==> config.mk <==
export PLATFORM = sky130hd
export DESIGN_NAME = ubs_win_acc
export DESIGN_NICKNAME = d
export VERILOG_FILES = /design/src/rtl/ubs_win_acc_pkg.sv /design/src/rtl/ubs_win_acc_win_cnt.sv /design/src/rtl/ubs_win_acc.sv
export SDC_FILE = /design/constraint.sdc
export NUM_CORES = 1
export LEC_CHECK = 0
export BUFFER_PORTS_ARGS = -buffer_cell sky130_fd_sc_hd__buf_2
export CAP_MARGIN = 20
export CORE_MARGIN = 2
export CORE_UTILIZATION = 54
export CTS_CLUSTER_SIZE = 40
export DETAILED_ROUTE_END_ITERATION = 6
export GPL_TIMING_DRIVEN = 0
export PLACE_DENSITY = 0.77
export REMOVE_ABC_BUFFERS = 1
export SETUP_SLACK_MARGIN = 0.5
export SYNTH_ARGS = -nofsm -noshare
export SYNTH_HDL_FRONTEND = slang
export SYNTH_HIERARCHICAL = 1
export SYNTH_SLANG_ARGS = --single-unit
==> constraint.sdc <==
create_clock -name iClk -period 2.7 [get_ports iClk]
set_clock_uncertainty 0.1 [all_clocks]
set_input_delay 0.27 -clock iClk [delete_from_list [all_inputs] [get_ports iClk]]
set_output_delay 0.27 -clock iClk [all_outputs]
set_load 0.01 [all_outputs]
==> src/rtl/ubs_win_acc_pkg.sv <==
// Shared definitions for the unary-bitstream window accumulator.
// Latency: n/a (types and constant helpers only).
// Backpressure: n/a.
//
// Contents:
//   winState_t   FSM state encoding shared by the top and the bench-facing docs
//   winTerm()    terminal window-position value, 2^bitWidth-1
package ubs_win_acc_pkg;

  // Two-bit encoding; 2'b11 is unused and recovers to IDLE.
  typedef enum logic [1:0] {
    ST_IDLE = 2'd0,
    ST_ACC  = 2'd1,
    ST_HOLD = 2'd2
  } winState_t;

  // Window position on which the final bit of a window is sampled.
  function automatic int winTerm(input int bitWidth);
    return (1 << bitWidth) - 1;
  endfunction

endpackage

==> src/rtl/ubs_win_acc_win_cnt.sv <==
// Up-counter with enable and synchronous clear, used for window position and ones count.
// Latency: count visible the cycle after an enabled edge.
// Backpressure: none; iEn simply stalls the count, iClr wins over iEn.
//
// Ports:
//   iClk, iRstN  clock and asynchronous active-low reset
//   iEn          increment by one this cycle
//   iClr         synchronous clear to zero (priority over iEn)
//   oCnt         current count, W bits, wraps naturally at 2^W
module win_cnt #(
  parameter int W = 4
) (
  input  logic         iClk,
  input  logic         iRstN,
  input  logic         iEn,
  input  logic         iClr,
  output logic [W-1:0] oCnt
);

  always_ff @(posedge iClk or negedge iRstN) begin
    if (!iRstN) begin
      oCnt <= '0;
    end else if (iClr) begin
      oCnt <= '0;
    end else if (iEn) begin
      oCnt <= oCnt + W'(1);
    end
  end

endmodule

==> src/rtl/ubs_win_acc.sv <==
// Counts ones of a unary stream over 2^BITWIDTH valid bits and offers the count on oVld/iRdy.
// Latency: oVld rises the cycle after the final valid bit of the window is sampled.
// Backpressure: result is held in HOLD until iRdy; iBitVld=0 stalls the window without counting.
//
// Ports:
//   iClk, iRstN  clock and asynchronous active-low reset
//   iStart       clear and begin a new window (ignored in HOLD unless the result is taken)
//   iClr         synchronous abort back to IDLE, pending result dropped, oCnt kept
//   iBit/iBitVld stream bit and its qualifier
//   iRdy         consumer ready for the result
//   oBusy        high while accumulating
//   oVld/oCnt    result valid and popcount (0..2^BITWIDTH)
module ubs_win_acc
  import ubs_win_acc_pkg::*;
#(
  parameter int BITWIDTH = 4
) (
  input  logic              iClk,
  input  logic              iRstN,
  input  logic              iStart,
  input  logic              iClr,
  input  logic              iBit,
  input  logic              iBitVld,
  input  logic              iRdy,
  output logic              oBusy,
  output logic              oVld,
  output logic [BITWIDTH:0] oCnt
);

  localparam logic [BITWIDTH-1:0] TERM = BITWIDTH'(winTerm(BITWIDTH));

  winState_t           state;
  winState_t           nxtState;
  logic [BITWIDTH-1:0] winCnt;
  logic [BITWIDTH:0]   accCnt;

  logic startTaken;   // iStart that actually opens a window this cycle
  logic beat;         // a counted stream bit in ACC
  logic lastBeat;     // the counted bit that closes the window
  logic cntClr;
  logic winEn;
  logic accEn;

  // A start in HOLD is only honoured together with the handshake so a result is never lost.
  // In ACC, iStart and iClr both pre-empt counting, so the bit on that cycle is dropped.
  always_comb begin
    startTaken = iStart && ((state != ST_HOLD) || iRdy);
    beat       = (state == ST_ACC) && iBitVld && !iClr && !iStart;
    lastBeat   = beat && (winCnt == TERM);
    // Clearing on the terminal beat leaves both counters at zero for the next window.
    cntClr     = iClr || startTaken || lastBeat;
    winEn      = beat;
    accEn      = beat && iBit;
  end

  win_cnt #(.W(BITWIDTH)) uWinPos (
    .iClk  (iClk),
    .iRstN (iRstN),
    .iEn   (winEn),
    .iClr  (cntClr),
    .oCnt  (winCnt)
  );

  // One bit wider than the position so an all-ones window (2^BITWIDTH) fits.
  win_cnt #(.W(BITWIDTH + 1)) uOnes (
    .iClk  (iClk),
    .iRstN (iRstN),
    .iEn   (accEn),
    .iClr  (cntClr),
    .oCnt  (accCnt)
  );

  // State register.
  always_ff @(posedge iClk or negedge iRstN) begin
    if (!iRstN) begin
      state <= ST_IDLE;
    end else begin
      state <= nxtState;
    end
  end

  // Next-state logic: iClr > iStart > normal operation.
  always_comb begin
    nxtState = state;
    if (iClr) begin
      nxtState = ST_IDLE;
    end else begin
      case (state)
        ST_IDLE: begin
          if (iStart) nxtState = ST_ACC;
        end
        ST_ACC: begin
          // A start here restarts the window and stays in ACC.
          if (lastBeat) nxtState = ST_HOLD;
        end
        ST_HOLD: begin
          // Start with the handshake goes straight back to ACC, no idle bubble.
          if (iRdy) nxtState = iStart ? ST_ACC : ST_IDLE;
        end
        default: nxtState = ST_IDLE;
      endcase
    end
  end

  // Outputs decoded from the registered state, so they are glitch-free and one cycle after the cause.
  always_comb begin
    oBusy = (state == ST_ACC);
    oVld  = (state == ST_HOLD);
  end

  // Result register: the final bit is added in directly since the ones counter has not seen it yet.
  always_ff @(posedge iClk or negedge iRstN) begin
    if (!iRstN) begin
      oCnt <= '0;
    end else if (lastBeat) begin
      oCnt <= accCnt + {{BITWIDTH{1'b0}}, iBit};
    end
  end

endmodule
==> impl_results.md, run 1 <==
- Sequential area share after synthesis: 0.448
- Row cnt: 14
- Mean routed wirelength per cell: 13.6 um
- CTS Buf Count: 3
- Core area: 0.00152 mm^2
- Max-slew headroom: 0.759
- Placement Setup Slack: 0.404 ns
- Hold_sp: iClr
- Type of the worst setup path: flop to flop
- Tightest Pin Transition: 0.362 ns
- Worst EP required: 2.78 ns
- Int Pwr: 334 uW
- #FFs+latches synth: 16
- Worst r2r src: state[1]
- Initial DRC count: 8
- Setup Viol. Count Final: 0
- Cells after Synth: 79
- Worst path arrival time: 2.07 ns
- GRT Resource Usage Total: 0.186
- Post-synth EDFFs: 0
- Routed Antenna Nets: 0
- Final Core Density: 0.668
- Flop-to-flop setup slack: 0.70 ns
- Post-synth cell types: 30
- Ports: 14
- Status: finished clean
- PwrDens: 425 mW/mm^2
- Worst vdd ir: 350 uV
- MaxCap Viol Count: 0
- Clock Pin Slew Worst Setup and Hold Paths: 0.10 ns
- RSZ-0062 raised after global routing: false
- Sw Ratio: 0.229
- P_leak: 0.000518 uW
- Max Fanout on Critical Path: 7
- Vias/cell: 5.51
- R2R depth: 5
- Sw power: 99.2 uW
- Post-DP HPWL: 1.06 mm
- Final Cycle Share: 0.739
- GRT overflow: 0
- Register share of total power: 0.560
- CP endpoint kind: flop
- Global-route wire length before repair: 2.65 mm
- Crit path cell chain: or2_1, nor3_4, and2_1, nand4_1, mux2_1
- Peak Freq: 501 MHz
- Largest net degree at the start of global routing: 17
- Tightest Hold Check Type: input port to flop
- Post-CTS Setup Inserts: 0
- Clock latency on the worst-skew pair: 0.29 ns
- Smallest hold slack: 0.0606 ns
- Layout Nets: 107
- Combinational share of power: 0.067
- R2R Path End: uOnes/oCnt[3]
- Min Clock Period, post-route: 2.00 ns
- CP max stage delay: 0.45 ns
- Primary FF master, synth: dfrtp_1
- Layout cell share with drive strength beyond 1: 0.284
- Slowest-stage cell, CP: dfrtp_1
- H-tree depth: 1
- Vias in the first global route: 629
- ANT cells: 0
- CTS tree: built
- DRT Pass-1 Iters: 4
- Drt drc: 0
- P&R area growth vs syn: 13.8%
- Max Root-Sink Buffers: 2
- Sink Count: 16
- Total die area: 0.00200 mm^2
- Clock network fraction of design power: 0.373
- Fillers: 121
- Worst Slack Setup Final: 0.704 ns
- Hold Path End: state[1]
- Final setup TNS: 0 ns
- Chip height: 44.7 um
- YS warnings: 6
- RePlAce Congestion: 0.833
- Syn avg cell area: 11.3 um^2
- Fin. Hold Viols: 0
- Die Width: 44.7 um
- Wirelength, routed: 1.52 mm
- DR vias: 612
- Clock Tree Root: clkbuf_4
- Initial antenna violation count: 0
- Asr flop ratio synth: 1.00
- Hold Path Depth: 2
- Synthesized area: 895 um^2
- Final Max Tran Viols: 0
- Critical path launch point type: flop
- Initial Util: 0.587
- # port buffers: 13
## final cells by class
cell class	count	area [um^2]	area share
Sequential cell	16	400	0.393
Tap cell	16	20.0	0.0197
Clock buffer	4	36.3	0.0356
Inverter	1	3.75	0.00369
Multi-Input combinational cell	60	483	0.474
Timing Repair Buffer	14	75.1	0.0737
## power groups by stage
stage | sequential, uW | combinational [uW] | clock [uW]
after floorplan | 247 | 12.7 | 0
after global placement | 247 | 26.3 | 0
after detailed placement | 247 | 26.8 | 0
after CTS | 243 | 28.6 | 166
after global routing | 243 | 33.8 | 175
final | 243 | 29.2 | 161
## layer usage
layer	vias to the layer above	global-route usage	wire [um]
li1	309	-	-
met1	293	0.235	707
met2	10	0.313	762
met3	0	0.0360	44
met4	0	0.0727	0
met5	-	0	0
## cell usage in the layout, fill, tap and decap left out, drive strengths merged, types with 2 or more instances in the layout
cell     n
nor2     8
clkbuf   4
nand2    3
o21a     2
mux2     8
dfrtp   16
nand4    4
ha       4
nand3    2
or4      2
buf     13
nor2b    4
a21bo    2
xnor2    4
a21oi    4
nand3b   2
mux2i    2
## worst max-delay path by stage
stage          startpoint            end  slack [ns]  depth (start not counted)
4_1_cts          state[1]  uOnes/oCnt[4]        0.63                          5
3_3_place_gp     state[1]  uOnes/oCnt[4]        0.43                          5
5_1_grt          state[1]  uOnes/oCnt[4]        0.59                          5
6_report         state[1]  uOnes/oCnt[3]        0.70                          5
2_1_floorplan    state[1]  uOnes/oCnt[4]        0.65                          5
3_5_place_dp     state[1]  uOnes/oCnt[4]        0.40                          5
## cells by family (layout without fill, tap and decap cells)
logic type                 Yosys count  in the layout  synth area share
AOI/OAI and AO/OA                   11             11            0.0839
xor gates and xnor gates             5              5            0.0489
adders and majority gates            4              4            0.0559
buffers and inverters                3             19            0.0252
DFF                                 16             16             0.448
muxes                               10             10             0.152
and+or+nand+nor                     30             30             0.186
## flip-flops by register name, summed over array words and instances (netlist names)
signal	count
oCnt	5
uWinPos/oCnt	4
uOnes/oCnt	5
state	2
## cell usage after synthesis (all sizes together), types with 2 or more instances
| cell | count | area, um^2 |
|---|---|---|
| a21bo | 2 | 20.0 |
| mux2 | 8 | 116 |
| dfrtp | 16 | 400 |
| xnor2 | 4 | 35.0 |
| o21a | 2 | 15.0 |
| ha | 4 | 50.1 |
| nand3b | 2 | 15.0 |
| a21oi | 4 | 20.0 |
| or4 | 2 | 18.8 |
| nand2 | 3 | 11.3 |
| buf | 2 | 18.8 |
| nand4 | 4 | 25.0 |
| mux2i | 2 | 20.0 |
| nand3 | 2 | 10.0 |
| nor2 | 8 | 30.0 |
| nor2b | 4 | 25.0 |
## per-stage QoR
stage	total power [uW]	cell area (um^2)	std cells
after global routing	451	1020	111
after floorplan	260	876	77
after CTS	437	1010	111
after global placement	274	961	106
final	433	1020	111
after detailed placement	274	961	106
## timing repair
| action | CTS | global route |
|---|---|---|
| hold endpoints to repair | 16 | 0 |
| gates cloned | 0 | 0 |
| gates resized for setup | 1 | 1 |
| setup endpoints to repair | 2 | 2 |
| hold buffers | 1 | 0 |
## worst max-delay path: cells and delay by family (launching register included)
kind             cells  cell delay (ns)
DFF                  1             0.45
muxes                1             0.33
and+or+nand+nor      4             1.01
(Power assumes the default switching activity.)
==> run 2, diff against run 1 <==
==> constraint.sdc (replaced) <==
create_clock -name iClk -period 2 [get_ports iClk]
set_clock_uncertainty 0.1 [all_clocks]
set_input_delay 0.2 -clock iClk [delete_from_list [all_inputs] [get_ports iClk]]
set_output_delay 0.2 -clock iClk [all_outputs]
set_load 0.01 [all_outputs]
==> impl_results.md, run 2 (synthesized netlist as in run 1, its figures left out) <==
- Reg area: 402 um^2
- Die Width: 44.7 um
- Fillers: 111
- GRT overflow: 0
- R2R depth: 3
- Fin. Hold Viols: 1
- Placed cell count: 106
- Layout Nets: 116
- Worst r2r src: state[1]
- CTS tree: built
- PwrDens: 531 mW/mm^2
- Clock Tree Root: clkbuf_4
- Setup Viol. Count Final: 0
- Layout cell share with drive strength beyond 1: 0.413
- CP endpoint kind: flop
- Tightest Pin Transition: 0.367 ns
- DRT Pass-1 Iters: 4
- RePlAce Congestion: 0.833
- Pwr Total: 599 uW
- GRT Resource Usage Total: 0.203
- Tightest Hold Check Type: input port to flop
- Final Cycle Share: 0.872
- Biggest regs: oCnt: 5 flops, uOnes/oCnt: 5 flops, uWinPos/oCnt: 4 flops
- Worst EP required: 2.09 ns
- Largest net degree at the start of global routing: 17
- Critical path launch point type: flop
- Min Clock Period, post-route: 1.74 ns
- Critical Path Sink: oCnt[1]
- Smallest hold slack: -0.0130 ns
- R2R Path End: oCnt[1]
- ANT cells: 0
- Max Root-Sink Buffers: 2
- # port buffers: 13
- Flop-to-flop setup slack: 0.26 ns
- CTS Buf Count: 3
- Drt drc: 0
- Routed Antenna Nets: 0
- DR vias: 653
- Final Core Density: 0.740
- RSZ-0062 raised after global routing: true
- Vias/cell: 5.44
- P_leak: 0.000570 uW
- Mean routed wirelength per cell: 14.1 um
- Peak Freq: 573 MHz
- Most common cell after layout, fill and taps aside: dfrtp_1
- Hold-fix buffers, CTS: 1
- Wirelength, routed: 1.69 mm
- Setup crit start: state[1]
- Global-route wire length before repair: 2.92 mm
- Clock latency on the worst-skew pair: 0.30 ns
- Violated checks: negative hold slack
- H-tree depth: 1
- Core area: 0.00152 mm^2
- Max-slew headroom: 0.755
- Max Fanout on Critical Path: 5
- Final setup TNS: 0 ns
- Most frequent cells in the layout: dfrtp_1 (15), buf_2 (13), nor2_1 (8)
- Total die area: 0.00200 mm^2
- Worst path arrival time: 1.83 ns
- Initial antenna violation count: 0
- Vias in the first global route: 690
- Worst vdd ir: 475 uV
- Chip height: 44.7 um
- Type of the worst setup path: flop to flop
- MaxCap Viol Count: 0
- Clock Pin Slew Worst Setup and Hold Paths: 0.10 ns
- Initial DRC count: 14
- P&R area growth vs syn: 26.0%
- Placement Setup Slack: -0.296 ns
- Ports: 14
- Worst Slack Setup Final: 0.256 ns
- Initial Util: 0.587
- Row cnt: 14
- Sink Count: 16
- Status: finished, violations left
- Non-Filler Instances: 120
- Multi-input combinational cell area: 504 um^2
- Final Max Tran Viols: 0
- Post-DP HPWL: 1.06 mm
-- run 2: cell count changes in the layout (fill, tap and decap cells not counted), sizes merged --
cell / previous run / this run
buf: 13 / 22
-- run 2: worst max-delay path, cell delays in order, from the launching register on --
cell and delay, ns:
dfrtp_1 0.40, or2_4 0.27, or4_4 0.55, mux2_4 0.32
-- run 2: worst min path at each step --
stage                from         endpoint  slack, ns  depth (start not counted)
floorplan           iRstN          oCnt[0]      -0.20                          0
global placement    iRstN  uWinPos/oCnt[1]       0.03                          1
detailed placement  iRstN  uWinPos/oCnt[1]       0.03                          1
CTS                  iClr         state[1]      -0.01                          2
global route         iClr         state[1]     -0.004                          2
finish               iClr         state[1]      -0.01                          2
-- run 2: metrics by stage --
stage / hold WS [ns] / cell area [um^2]
after floorplan: -0.196 / 876
after CTS: -0.0144 / 1100
after detailed placement: 0.0332 / 961
after global placement: 0.0312 / 961
final: -0.0130 / 1130
after global routing: -0.00432 / 1130
-- run 2: metal layers --
| metal | vias up | part of all wire | global-route usage |
|---|---|---|---|
| li1 | 329 | - | - |
| met1 | 306 | 0.49 | 0.249 |
| met2 | 15 | 0.47 | 0.357 |
| met3 | 3 | 0.027 | 0.0360 |
| met4 | 0 | 0.012 | 0.0727 |
| met5 | - | 0 | 0 |
-- run 2: cell type report --
cell class	instances	share of cell area
multi-input combinational	60	0.447
sequential	16	0.356
timing repair buffer	23	0.143
clock buffer	4	0.0322
tap	16	0.0178
inverter	1	0.00333
-- run 2: power by group --
group          switching [uW]  internal (uW)  total (uW)
combinational            26.3           22.0        48.3
clock                     112            111         223
sequential               2.56            325         328
total                     141            458         599
-- run 2: what timing repair did --
action,CTS,global route
gates resized for setup,12,3
setup buffers,6,3
hold endpoints to repair,17,1
endpoints found under the setup margin,14,16
pin swaps,4,4
==> run 3, diff against run 2 <==
--- a/config.mk
+++ b/config.mk
@@ -7,12 +7,14 @@
 export LEC_CHECK = 0
 export BUFFER_PORTS_ARGS = -buffer_cell sky130_fd_sc_hd__buf_2
 export CAP_MARGIN = 20
+export CELL_PAD_IN_SITES_DETAIL_PLACEMENT = 2
+export CELL_PAD_IN_SITES_GLOBAL_PLACEMENT = 2
 export CORE_MARGIN = 2
-export CORE_UTILIZATION = 54
+export CORE_UTILIZATION = 35
 export CTS_CLUSTER_SIZE = 40
 export DETAILED_ROUTE_END_ITERATION = 6
 export GPL_TIMING_DRIVEN = 0
-export PLACE_DENSITY = 0.77
+export PLACE_DENSITY = 0.73
 export REMOVE_ABC_BUFFERS = 1
 export SETUP_SLACK_MARGIN = 0.5
 export SYNTH_ARGS = -nofsm -noshare
==> impl_results.md, run 3 (synthesized netlist as in run 1, its figures left out) <==
- RSZ-0062 raised after global routing: true
- Routed Antenna Nets: 0
- Vias in the first global route: 777
- Clock Tree Root: clkbuf_4
- # port buffers: 13
- Total die area: 0.00298 mm^2
- Core area: 0.00245 mm^2
- Sw Ratio: 0.257
- Violated checks: negative hold slack
- ANT cells: 0
- Final Cycle Share: 0.881
- Initial DRC count: 2
- Clock Pin Slew Worst Setup and Hold Paths: 0.11 ns
- Register share of total power: 0.528
- Worst vdd ir: 337 uV
- Vias/cell: 5.15
- MaxCap Viol Count: 0
- Min Clock Period, post-route: 1.76 ns
- P&R area growth vs syn: 32.2%
- Tightest Hold Check Type: input port to flop
- GRT overflow: 0
- Worst path arrival time: 1.86 ns
- Final Max Tran Viols: 0
- Initial antenna violation count: 0
- Critical path launch point type: flop
- Met2 routed WL: 1.31 mm
- Most frequent cells in the layout: dfrtp_1 (14), buf_2 (13), buf_4 (11)
- Int Pwr: 462 uW
- Post-DP HPWL: 1.47 mm
- Setup Viol. Count Final: 0
- Mean routed wirelength per cell: 18.1 um
- Largest net degree at the start of global routing: 17
- PwrDens: 526 mW/mm^2
- Chip height: 54.6 um
- Non-Filler Instances: 139
- Wirelength, routed: 2.52 mm
- CTS Buf Count: 3
- Wire length on met3: 78 um
- Row cnt: 18
- Status: finished, violations left
- Highest metal used: met4
- Max Root-Sink Buffers: 2
- Die Width: 54.6 um
- Layout Nets: 121
- DR vias: 716
- Sw power: 160 uW
- Ports: 14
- DRT met1 WL: 1.12 mm
- Peak Freq: 568 MHz
- P_leak: 0.000593 uW
- H-tree depth: 1
- Max Fanout on Critical Path: 5
- Biggest regs: oCnt: 5 flops, uOnes/oCnt: 5 flops, uWinPos/oCnt: 4 flops
- CP endpoint kind: flop
- Worst EP required: 2.10 ns
- Max-slew headroom: 0.743
- Combinational share of power: 0.091
- Drt drc: 0
- Final setup TNS: 0 ns
- Placed cell count: 120
- Fin. Hold Viols: 1
- Initial Util: 0.364
- Tightest Pin Transition: 0.386 ns
- Sink Count: 16
- Smallest hold slack: -0.0273 ns
- Clock network fraction of design power: 0.381
- Clock latency on the worst-skew pair: 0.31 ns
- Global-route wire length before repair: 3.72 mm
- CTS tree: built
- RePlAce Congestion: 0.652
- DRT Pass-1 Iters: 2
- GRT Resource Usage Total: 0.182
- Most common cell after layout, fill and taps aside: dfrtp_1
- Layout cell share with drive strength beyond 1: 0.459
- Type of the worst setup path: flop to flop
-- run 3: final timing paths --
path | startpoint | to | slack (ns) | cells past startpoint
min in group asynchronous | iRstN | uWinPos/oCnt[1] | 0.22 | 2
worst max-delay path | state[1] | oCnt[3] | 0.24 | 3
worst min register to register | oCnt[2] | oCnt[2] | 0.42 | 1
worst min-delay path | iClr | state[1] | -0.03 | 2
worst max register to register | state[1] | oCnt[3] | 0.24 | 3
max in group asynchronous | iRstN | state[0] | 1.28 | 2
-- run 3: what timing repair did --
action / CTS / global route
resized for setup: 11 / 5
endpoints found under the hold margin: 17 / 0
setup endpoints to repair: 14 / 15
pin swaps: 5 / 5
hold buffers: 1 / 0
buffers inserted: 6 / 8
-- run 3: stage by stage --
| step | setup slack (ns) | cell area, um^2 | power (uW) | hold WS (ns) | utilization |
|---|---|---|---|---|---|
| finish | 0.238 | 1180 | 622 | -0.0273 | 0.482 |
| global route | 0.200 | 1180 | 647 | -0.0222 | 0.482 |
| CTS | 0.238 | 1110 | 611 | -0.00892 | 0.451 |
| detailed placement | -0.384 | 978 | 373 | 0.0441 | 0.399 |
| global placement | -0.317 | 978 | 371 | 0.0414 | 0.399 |
| floorplan | -0.0541 | 876 | 351 | -0.196 | - |
-- run 3: per-layer routing --
layer  global-route usage  up-vias
met2                0.341       13
met5                    0        -
li1                     -      340
met3               0.0246        2
met1                0.208      361
met4               0.0625        0
-- run 3: critical path: stages, from the launching register on --
cell and delay (ns):
dfrtp_1 0.40, or2_4 0.26, or4_4 0.56, mux2_4 0.32
-- run 3: layout make-up --
| cell class | count | area [um^2] |
|---|---|---|
| multi-input cells | 60 | 510 |
| inverters | 1 | 3.75 |
| clock buffers | 4 | 36.3 |
| repair buffers | 28 | 191 |
| well taps | 30 | 37.5 |
| fillers | 261 | 1270 |
| flip-flops and latches | 16 | 403 |
-- run 3: power groups by stage --
stage               sequential, uW  clock, uW  combinational, uW
floorplan                      333          0               17.2
global placement               334          0               37.0
detailed placement             334          0               38.6
CTS                            328        233               49.7
global route                   329        255               62.3
finish                         328        237               56.5
